## src/rtl/auth_pkg.sv

```systemverilog
// Shared types, default credential tables and width helpers for the login controller.
package auth_pkg;

  typedef enum logic [2:0] {
    IDLE     = 3'd0,
    PW_ENTRY = 3'd1,
    CHECK    = 3'd2,
    GRANTED  = 3'd3,
    LOCKOUT  = 3'd4
  } state_t;

  localparam logic [15:0] DEF_ID_TABLE = 16'h4321;
  localparam logic [31:0] DEF_PW_TABLE = 32'h0F773CA5;

  function automatic int clog2(input int n);
    int r;
    r = 0;
    while ((1 << r) < n) r++;
    return r;
  endfunction

  // Register width for a value range; never narrower than one bit.
  function automatic int width_of(input int n);
    return (clog2(n) < 1) ? 1 : clog2(n);
  endfunction

endpackage

```

## src/rtl/auth_cred_lookup.sv

```systemverilog
// Combinational credential lookup: lowest-index ID match and stored password fetch.
module auth_cred_lookup
  import auth_pkg::*;
#(
  parameter int NUM_USERS = 4,
  parameter int DIGIT_W   = 4,
  parameter int PW_DIGITS = 2,
  parameter logic [NUM_USERS*DIGIT_W-1:0]           ID_TABLE = DEF_ID_TABLE,
  parameter logic [NUM_USERS*PW_DIGITS*DIGIT_W-1:0] PW_TABLE = DEF_PW_TABLE,
  localparam int IDX_W = width_of(NUM_USERS),
  localparam int PW_W  = PW_DIGITS * DIGIT_W
) (
  input  logic [DIGIT_W-1:0] digit,
  input  logic [IDX_W-1:0]   index,
  output logic               hit,
  output logic [IDX_W-1:0]   hit_idx,
  output logic [PW_W-1:0]    pw
);

  // Scan downward so the lowest matching entry is the one left standing.
  always_comb begin
    hit     = 1'b0;
    hit_idx = '0;
    for (int i = NUM_USERS - 1; i >= 0; i--) begin
      if (ID_TABLE[i*DIGIT_W +: DIGIT_W] == digit) begin
        hit     = 1'b1;
        hit_idx = IDX_W'(i);
      end
    end
  end

  assign pw = PW_TABLE[int'(index)*PW_W +: PW_W];

endmodule

```

## src/rtl/multi_user_auth.sv

```systemverilog
// Two-stage login controller: ID, then multi-digit password, with failure lockout.
// state    | meaning
// IDLE     | waiting for an ID digit
// PW_ENTRY | ID accepted, collecting password digits
// CHECK    | one-cycle password compare
// GRANTED  | session active
// LOCKOUT  | too many failures, inputs ignored until timer expires
module multi_user_auth
  import auth_pkg::*;
#(
  parameter int NUM_USERS = 4,
  parameter int DIGIT_W   = 4,
  parameter int PW_DIGITS = 2,
  parameter logic [NUM_USERS*DIGIT_W-1:0]           ID_TABLE = DEF_ID_TABLE,
  parameter logic [NUM_USERS*PW_DIGITS*DIGIT_W-1:0] PW_TABLE = DEF_PW_TABLE,
  parameter int MAX_FAIL    = 3,
  parameter int LOCK_CYCLES = 16,
  localparam int IDX_W  = width_of(NUM_USERS),
  localparam int CNT_W  = width_of(PW_DIGITS + 1),
  localparam int FAIL_W = width_of(MAX_FAIL + 1)
) (
  input  logic               clk,
  input  logic               rst,
  input  logic [DIGIT_W-1:0] digit_in,
  input  logic               enter,
  input  logic               logout,
  input  logic               timeout,
  output logic               logged_in,
  output logic               id_ok,
  output logic [IDX_W-1:0]   matched_id,
  output logic [CNT_W-1:0]   digit_cnt,
  output logic [FAIL_W-1:0]  fail_cnt,
  output logic               locked
);

  localparam int PW_W  = PW_DIGITS * DIGIT_W;
  localparam int LCK_W = width_of(LOCK_CYCLES);
  localparam logic [CNT_W-1:0]  PW_LAST   = CNT_W'(PW_DIGITS - 1);
  localparam logic [CNT_W-1:0]  CNT_MAX   = CNT_W'(PW_DIGITS);
  localparam logic [FAIL_W-1:0] FAIL_LAST = FAIL_W'(MAX_FAIL - 1);
  localparam logic [FAIL_W-1:0] FAIL_MAX  = FAIL_W'(MAX_FAIL);
  localparam logic [LCK_W-1:0]  LOCK_INIT = LCK_W'(LOCK_CYCLES - 1);

  state_t               state, state_n;
  logic [PW_W-1:0]      pw_buf, buf_n;
  logic [LCK_W-1:0]     lock_cnt, lcnt_n;
  logic [CNT_W-1:0]     dcnt_n;
  logic [FAIL_W-1:0]    fcnt_n;
  logic [IDX_W-1:0]     idx_n, hit_idx;
  logic                 id_ok_n, li_n, locked_n, hit, fail_ev;
  logic [PW_W-1:0]      stored_pw;
  logic [PW_W+DIGIT_W-1:0] shifted;

  auth_cred_lookup #(
    .NUM_USERS (NUM_USERS),
    .DIGIT_W   (DIGIT_W),
    .PW_DIGITS (PW_DIGITS),
    .ID_TABLE  (ID_TABLE),
    .PW_TABLE  (PW_TABLE)
  ) u_lookup (
    .digit   (digit_in),
    .index   (matched_id),
    .hit     (hit),
    .hit_idx (hit_idx),
    .pw      (stored_pw)
  );

  assign shifted = {pw_buf, digit_in};

  always_comb begin
    state_n  = state;
    buf_n    = pw_buf;
    dcnt_n   = digit_cnt;
    fcnt_n   = fail_cnt;
    idx_n    = matched_id;
    id_ok_n  = id_ok;
    li_n     = logged_in;
    locked_n = locked;
    lcnt_n   = lock_cnt;
    fail_ev  = 1'b0;
    case (state)
      IDLE: if (!timeout && enter) begin
        if (hit) begin
          idx_n   = hit_idx;
          id_ok_n = 1'b1;
          dcnt_n  = '0;
          buf_n   = '0;
          state_n = PW_ENTRY;
        end else begin
          fail_ev = 1'b1;
        end
      end
      PW_ENTRY: if (timeout) begin
        state_n = IDLE;
        id_ok_n = 1'b0;
        buf_n   = '0;
        dcnt_n  = '0;
      end else if (enter) begin
        buf_n = shifted[PW_W-1:0];
        if (digit_cnt != CNT_MAX) dcnt_n = digit_cnt + 1'b1;
        if (digit_cnt == PW_LAST) state_n = CHECK;
      end
      CHECK: begin
        id_ok_n = 1'b0;
        buf_n   = '0;
        if (pw_buf == stored_pw) begin
          state_n = GRANTED;
          li_n    = 1'b1;
          fcnt_n  = '0;
        end else begin
          dcnt_n  = '0;
          fail_ev = 1'b1;
        end
      end
      GRANTED: if (logout || timeout) begin
        state_n = IDLE;
        li_n    = 1'b0;
        dcnt_n  = '0;
      end
      LOCKOUT: if (lock_cnt == '0) begin
        state_n  = IDLE;
        locked_n = 1'b0;
        fcnt_n   = '0;
      end else begin
        lcnt_n = lock_cnt - 1'b1;
      end
      default: state_n = IDLE;
    endcase
    // Shared failure rule for a bad ID and a bad password.
    if (fail_ev) begin
      if (fail_cnt == FAIL_LAST || fail_cnt == FAIL_MAX) begin
        state_n  = LOCKOUT;
        locked_n = 1'b1;
        fcnt_n   = FAIL_MAX;
        lcnt_n   = LOCK_INIT;
      end else begin
        state_n = IDLE;
        fcnt_n  = fail_cnt + 1'b1;
      end
    end
  end

  always_ff @(posedge clk or posedge rst) begin
    if (rst) begin
      state      <= IDLE;
      pw_buf     <= '0;
      lock_cnt   <= '0;
      digit_cnt  <= '0;
      fail_cnt   <= '0;
      matched_id <= '0;
      id_ok      <= 1'b0;
      logged_in  <= 1'b0;
      locked     <= 1'b0;
    end else begin
      state      <= state_n;
      pw_buf     <= buf_n;
      lock_cnt   <= lcnt_n;
      digit_cnt  <= dcnt_n;
      fail_cnt   <= fcnt_n;
      matched_id <= idx_n;
      id_ok      <= id_ok_n;
      logged_in  <= li_n;
      locked     <= locked_n;
    end
  end

endmodule

```

## config.mk

```make
export PLATFORM = sky130hd
export DESIGN_NAME = multi_user_auth
export DESIGN_NICKNAME = d
export VERILOG_FILES = /design/src/rtl/auth_pkg.sv /design/src/rtl/auth_cred_lookup.sv /design/src/rtl/multi_user_auth.sv
export SDC_FILE = /design/constraint.sdc
export NUM_CORES = 1
export LEC_CHECK = 0
export ABC_AREA = 1
export CORE_UTILIZATION = 35
export DETAILED_ROUTE_END_ITERATION = 6
export PLACE_DENSITY = 0.55
export SLEW_MARGIN = 0
export SYNTH_ARGS = -nofsm -noshare
export SYNTH_HDL_FRONTEND = slang
export SYNTH_SLANG_ARGS = --single-unit
```

## constraint.sdc

```tcl
create_clock -name clk -period 2.26 [get_ports clk]
set_input_delay 0.678 -clock clk [delete_from_list [all_inputs] [get_ports clk]]
set_output_delay 0.678 -clock clk [all_outputs]
set_load 0.005 [all_outputs]
```

# Word level (Yosys, flattened, before mapping)
# Index checks and enable logic that the tools add are counted.
[totals] wordCells=114 latch_bits=0 in_bits=9 mem_count=0 regBits=24 romBits=0 out_inout_bits=9 mem_bits_rw=0
[op_classes] n_reduce_logical=17 addsub=3 bitwise_logic=0 eq_ne=28 order_cmp=0 shift=1 n_div=0 n_mul=0 n_mux=56
[op_table] op="$mux 8" n=4
[op_table] op="$shiftx 32x6->8 const A" n=1
[op_table] op="$mux 2" n=15
[op_table] op="$mux 3" n=10
[op_table] op="$pmux 8 s3" n=1
[op_table] op="$ne 3x3->1 const B" n=7
[op_table] op="$mux 1" n=16
[op_table] op="$mux 4" n=4
[op_table] op="$pmux 3 s5" n=1
[op_table] op="$ne 2x2->1 const B" n=7
[op_table] op="$reduce_and 7->1" n=2
[op_table] op="$reduce_and 3->1" n=3
[op_table] op="$eq 2x4->1 const A" n=2
[op_table] op="$eq 8x8->1" n=1
[op_table] op="$ne 4x4->1 const B" n=2
[op_table] op="$pmux 2 s4" n=1
[op_table] op="$reduce_and 4->1" n=2
[op_table] op="$eq 3x2->1 const B" n=2
[op_table] op="$reduce_bool 3->1" n=2
[op_table] op="$add 2x1->2 const B" n=2
[op_table] op="$eq 1x4->1 const A" n=1
[op_table] op="$eq 2x2->1 const B" n=2
[op_table] op="$eq 3x4->1 const A" n=1
[op_table] op="$logic_not 4->1" n=1
[op_table] op="13 further kinds" n=15

# Depth between registers and ports, before layout
[logic_depth] depth_word=10 depth_mapped=12 ltp_nobuf=12

# Hierarchy
# From an unflattened synthesis, not the netlist that was laid out.
[unflattened] cells_unflattened=208 area_unflattened_um2=1622.8
[by_module_without_submodules] module="multi_user_auth" n_inst=1 seq_area_each_um2=600.6 area_per_inst_um2=1467.7 cells_per_inst=179
[by_module_without_submodules] module="auth_cred_lookup" n_inst=1 seq_area_each_um2=0.0 area_per_inst_um2=155.1 cells_per_inst=29

# Worst setup path after synthesis
# OpenSTA, ideal clock, no wires.
[synth_path] kind="input to register" from="input port digit_in[3]" to="register digit_cnt[0]" required_ns=2.143 arrival_time_ns=1.484 setup_time_ns=0.117 slack_ns=0.659 cell_stages=10 path_cell_list="nor2_1 > nand2_1 > nand2_1 > nand2_2 > nand2_4 > nand2_1 > nor2_1 > nand2_1 > nand2_1 > nand2_1"
[synth_via] elab_chain_len=7
[synth_rtl] item="start: declaration" line="multi_user_auth.sv:24" text="input logic [DIGIT_W-1:0] digit_in,"
[synth_rtl] item="$eq 3x4->1" line="auth_cred_lookup.sv:25" text="if (ID_TABLE[i*DIGIT_W +: DIGIT_W] == digit) begin"
[synth_rtl] item="$mux 1 (3 in series)" line="auth_cred_lookup.sv:25"
[synth_rtl] item="$mux 1 *" line="auth_cred_lookup.sv:25"
[synth_rtl] item="$ne 2x2->1 (no line) *"
[synth_rtl] item="$reduce_and 7->1 (no line) *"
[synth_rtl] item="end signal: assignment" line="multi_user_auth.sv:158" text="digit_cnt <= dcnt_n;"
[synth_rtl] item="end: declaration" line="multi_user_auth.sv:31" text="output logic [CNT_W-1:0] digit_cnt,"
# Every way passes the cells marked *; elsewhere a longest branch is shown, timed or not.
# A chain may end at the register's enable or synchronous reset.

# Worst setup path after layout
[layout_path] from="register matched_id[1]" to="output port matched_id[1]"
[layout_lines] item="start: declaration" line="multi_user_auth.sv:30" text="output logic [IDX_W-1:0] matched_id,"
[layout_lines] item="start signal: assignment" line="multi_user_auth.sv:160" text="matched_id <= idx_n;"
# No word-level cell between the ends.

==> results by group <==
Run status
  • Outcome: completed

Clock tree
  • CTS Root Cell: clkbuf_8
  • Post-CTS setup buffers: 0
  • Max Buffers Root-to-Sink: 2
  • Post-cts resize count: 0
  • Reg clk slew, reported paths: 0.09 ns
  • CTS tree: done
  • Hold-fix buffers at CTS: 0
  • Clk sinks: 24
  • H-tree depth: 1
  • Clk_lat worst skew: 0.27 ns
  • CTS buffer count: 3

Worst setup path
  • Crit. End Element: output pin
  • Crit path max-delay family: buffers and inverters
  • CP Class: register to output pin
  • Crit-path max FO: 6
  • Register-to-Register Path Depth: 11
  • CP Buf/Inv Count: 1
  • Reg2Reg Setup Slack: 0.38 ns
  • Slowest-stage cell, CP: clkdlybuf4s50_1
  • CP peak stage delay: 0.54 ns
  • Reg-to-Reg End: lock_cnt[1]
  • Cell breakdown of the critical path: clkdlybuf4s50_1
  • Req. time, crit path: 1.58 ns
  • Reg-to-Reg Start: matched_id[1]
  • Arr. time, crit path: 1.29 ns
  • Worst setup SP type: register

Layout
  • Finished Core Util: 0.449
  • Nets: 246
  • Fill cells: 428
  • N_diodes: 0
  • Ratio of cells with drive above 1 in the final layout: 0.0873
  • Area growth, synth to finish: 20.0%
  • Area of the multi-input gates: 768 sq um
  • Register area: 601 sq um

Detailed routing
  • Per-cell routed wire length: 11.7 um
  • Vias per cell: 4.64
  • Initial DRC Count: 53
  • Drt total wl: 3.27 mm
  • DRT antenna net count: 0
  • Via Count: 1294
  • DRC: 0
  • TritonRoute pass-1 iters: 7

Die
  • Die Y: 68.1 um
  • Row count: 23
  • Width of the die: 68.1 um
  • Core area: 4090 sq um
  • Die area: 4640 sq um
  • Starting Density: 0.374
  • Top-level I/O count: 18

Yosys
  • Flops & latches, synth: 24
  • Synth top area share: 0.393
  • Top FF cell, synth: dfrtp_1
  • Ys async rst share: 1.00
  • Mapped Area: 1530 sq um
  • Cells after Synth: 208
  • Post-synthesis sequential area ratio: 0.393
  • Synth top cells by count: nand2_1 (68), inv_1 (34), dfrtp_1 (24)
  • Mean Syn Cell Area: 7.35 sq um
  • YS warnings: 0
  • Most area-consuming cells after synthesis: dfrtp_1 (39%), nand2_1 (17%), inv_1 (8.3%)
  • Synth unique cells: 26
  • EDFF count, synth: 0
  • Count leader, synth: nand2_1
  • Mapped Nets: 224
  • Synth area leader: dfrtp_1

Timing
  • Period Utilization, post-route: 0.871
  • RSZ-0062 raised after global routing: no
  • Worst Skew: 0.00615 ns
  • Fin Hold WS: 0.484 ns
  • Final setup fails: 0
  • Final setup margin: 0.290 ns
  • Slew headroom: 0.721
  • Worst slew pin tran: 0.419 ns
  • Fin. max-slew vios: 0
  • Minimum clock period: 1.97 ns
  • Final hold vios: 0
  • Fmax: 508 MHz
  • Final TNS setup: 0 ns

Placed design
  • HPWL Detailed: 2.52 mm
  • Global placement routability congestion: 0.833
  • IO buf count: 17
  • Place WS: 0.0577 ns

Hold path
  • Cell count of the worst hold path: 2
  • Min-delay src: logged_in
  • Hold/Removal Path Class: register to register
  • Worst Hold End: logged_in

Global routing
  • First-pass GRT wire length: 5.65 mm
  • Overflow after GRT: 0
  • GRT Total Usage: 0.168
  • Vias in the first global route: 1262
  • Largest net degree at the start of global routing: 25
  • Antenna violations before repair: 0

Power
  • Pwr/cell area: 1020 nW/um^2
  • Max IR drop VDD: 0.000637 V
  • Leak: 0.908 nW

Job
  • Max_cap viols: 0
-- cells in the final DEF (no fill, tap or decap), drive strengths merged --
cell type,synthesis,layout
bufinv,0,1
buf,3,3
clkbuf,0,3
or2,1,1
inv,37,37
a21oi,1,1
a31oi,2,2
a32oi,1,1
ha,7,7
nand4,8,8
o31ai,7,7
dfrtp,24,24
xor2,1,1
clkdlybuf4s50,0,17
and2,1,1
nand3,11,11
o21ai,9,9
o21bai,1,1
nor2,20,20
nand2,73,73
nor3,1,1
-- how the worst max path moves through the flow --
stage | slack [ns] | depth (start not counted) | startpoint | to
6_report | 0.29 | 1 | matched_id[1] | matched_id[1]
4_1_cts | 0.27 | 1 | matched_id[0] | matched_id[0]
5_1_grt | 0.13 | 11 | matched_id[1] | lock_cnt[1]
3_3_place_gp | 0.09 | 11 | digit_in[3] | digit_cnt[1]
2_1_floorplan | 0.66 | 10 | digit_in[3] | digit_cnt[0]
3_5_place_dp | 0.06 | 11 | digit_in[3] | digit_cnt[0]
-- registers in the layout (all words and copies together), names as in the netlist --
register / cells
digit_cnt: 2
id_ok: 1
fail_cnt: 2
locked: 1
logged_in: 1
pw_buf: 8
lock_cnt: 4
matched_id: 2
state: 3
-- kinds of logic after synthesis --
family                   count (synthesis)  share of synthesized area
adder cells (fa/ha/maj)                  7                     0.0573
XOR/XNOR                                 1                    0.00573
AND/OR/NAND/NOR                        115                      0.350
AO/OA/AOI/OAI                           21                     0.0892
flip-flops                              24                      0.393
buffers and inverters                   40                      0.105
-- where the power goes --
group          leakage [nW]  internal, W  switching [W]
logic                 0.562     0.000337       0.000462
clock network        0.0357     0.000237       0.000145
registers             0.310     0.000562       0.000129
total                 0.908      0.00114       0.000736
-- area by class of cell --
type                            count  area share
Multi-Input combinational cell    144       0.419
Tap cell                           50      0.0341
Clock inverter                      1      0.0164
Clock buffer                        3      0.0225
Sequential cell                    24       0.327
Timing Repair Buffer               20       0.105
Inverter                           37      0.0757
-- stage by stage --
stage          total power [W]  std cells  area [sq um]
2_1_floorplan          0.00125        208          1530
3_3_place_gp           0.00150        275          1760
3_5_place_dp           0.00150        275          1760
4_1_cts                0.00189        279          1830
5_1_grt                0.00205        279          1830
6_report               0.00187        279          1830
-- per-layer routing --
| layer | share of wire | track usage |
|---|---|---|
| met5 | 0 | 0 |
| met4 | 0.0076 | 0.0391 |
| met3 | 0.033 | 0.0400 |
| met2 | 0.50 | 0.300 |
| met1 | 0.46 | 0.200 |
Note: power is estimated with default switching activity, not from simulation.
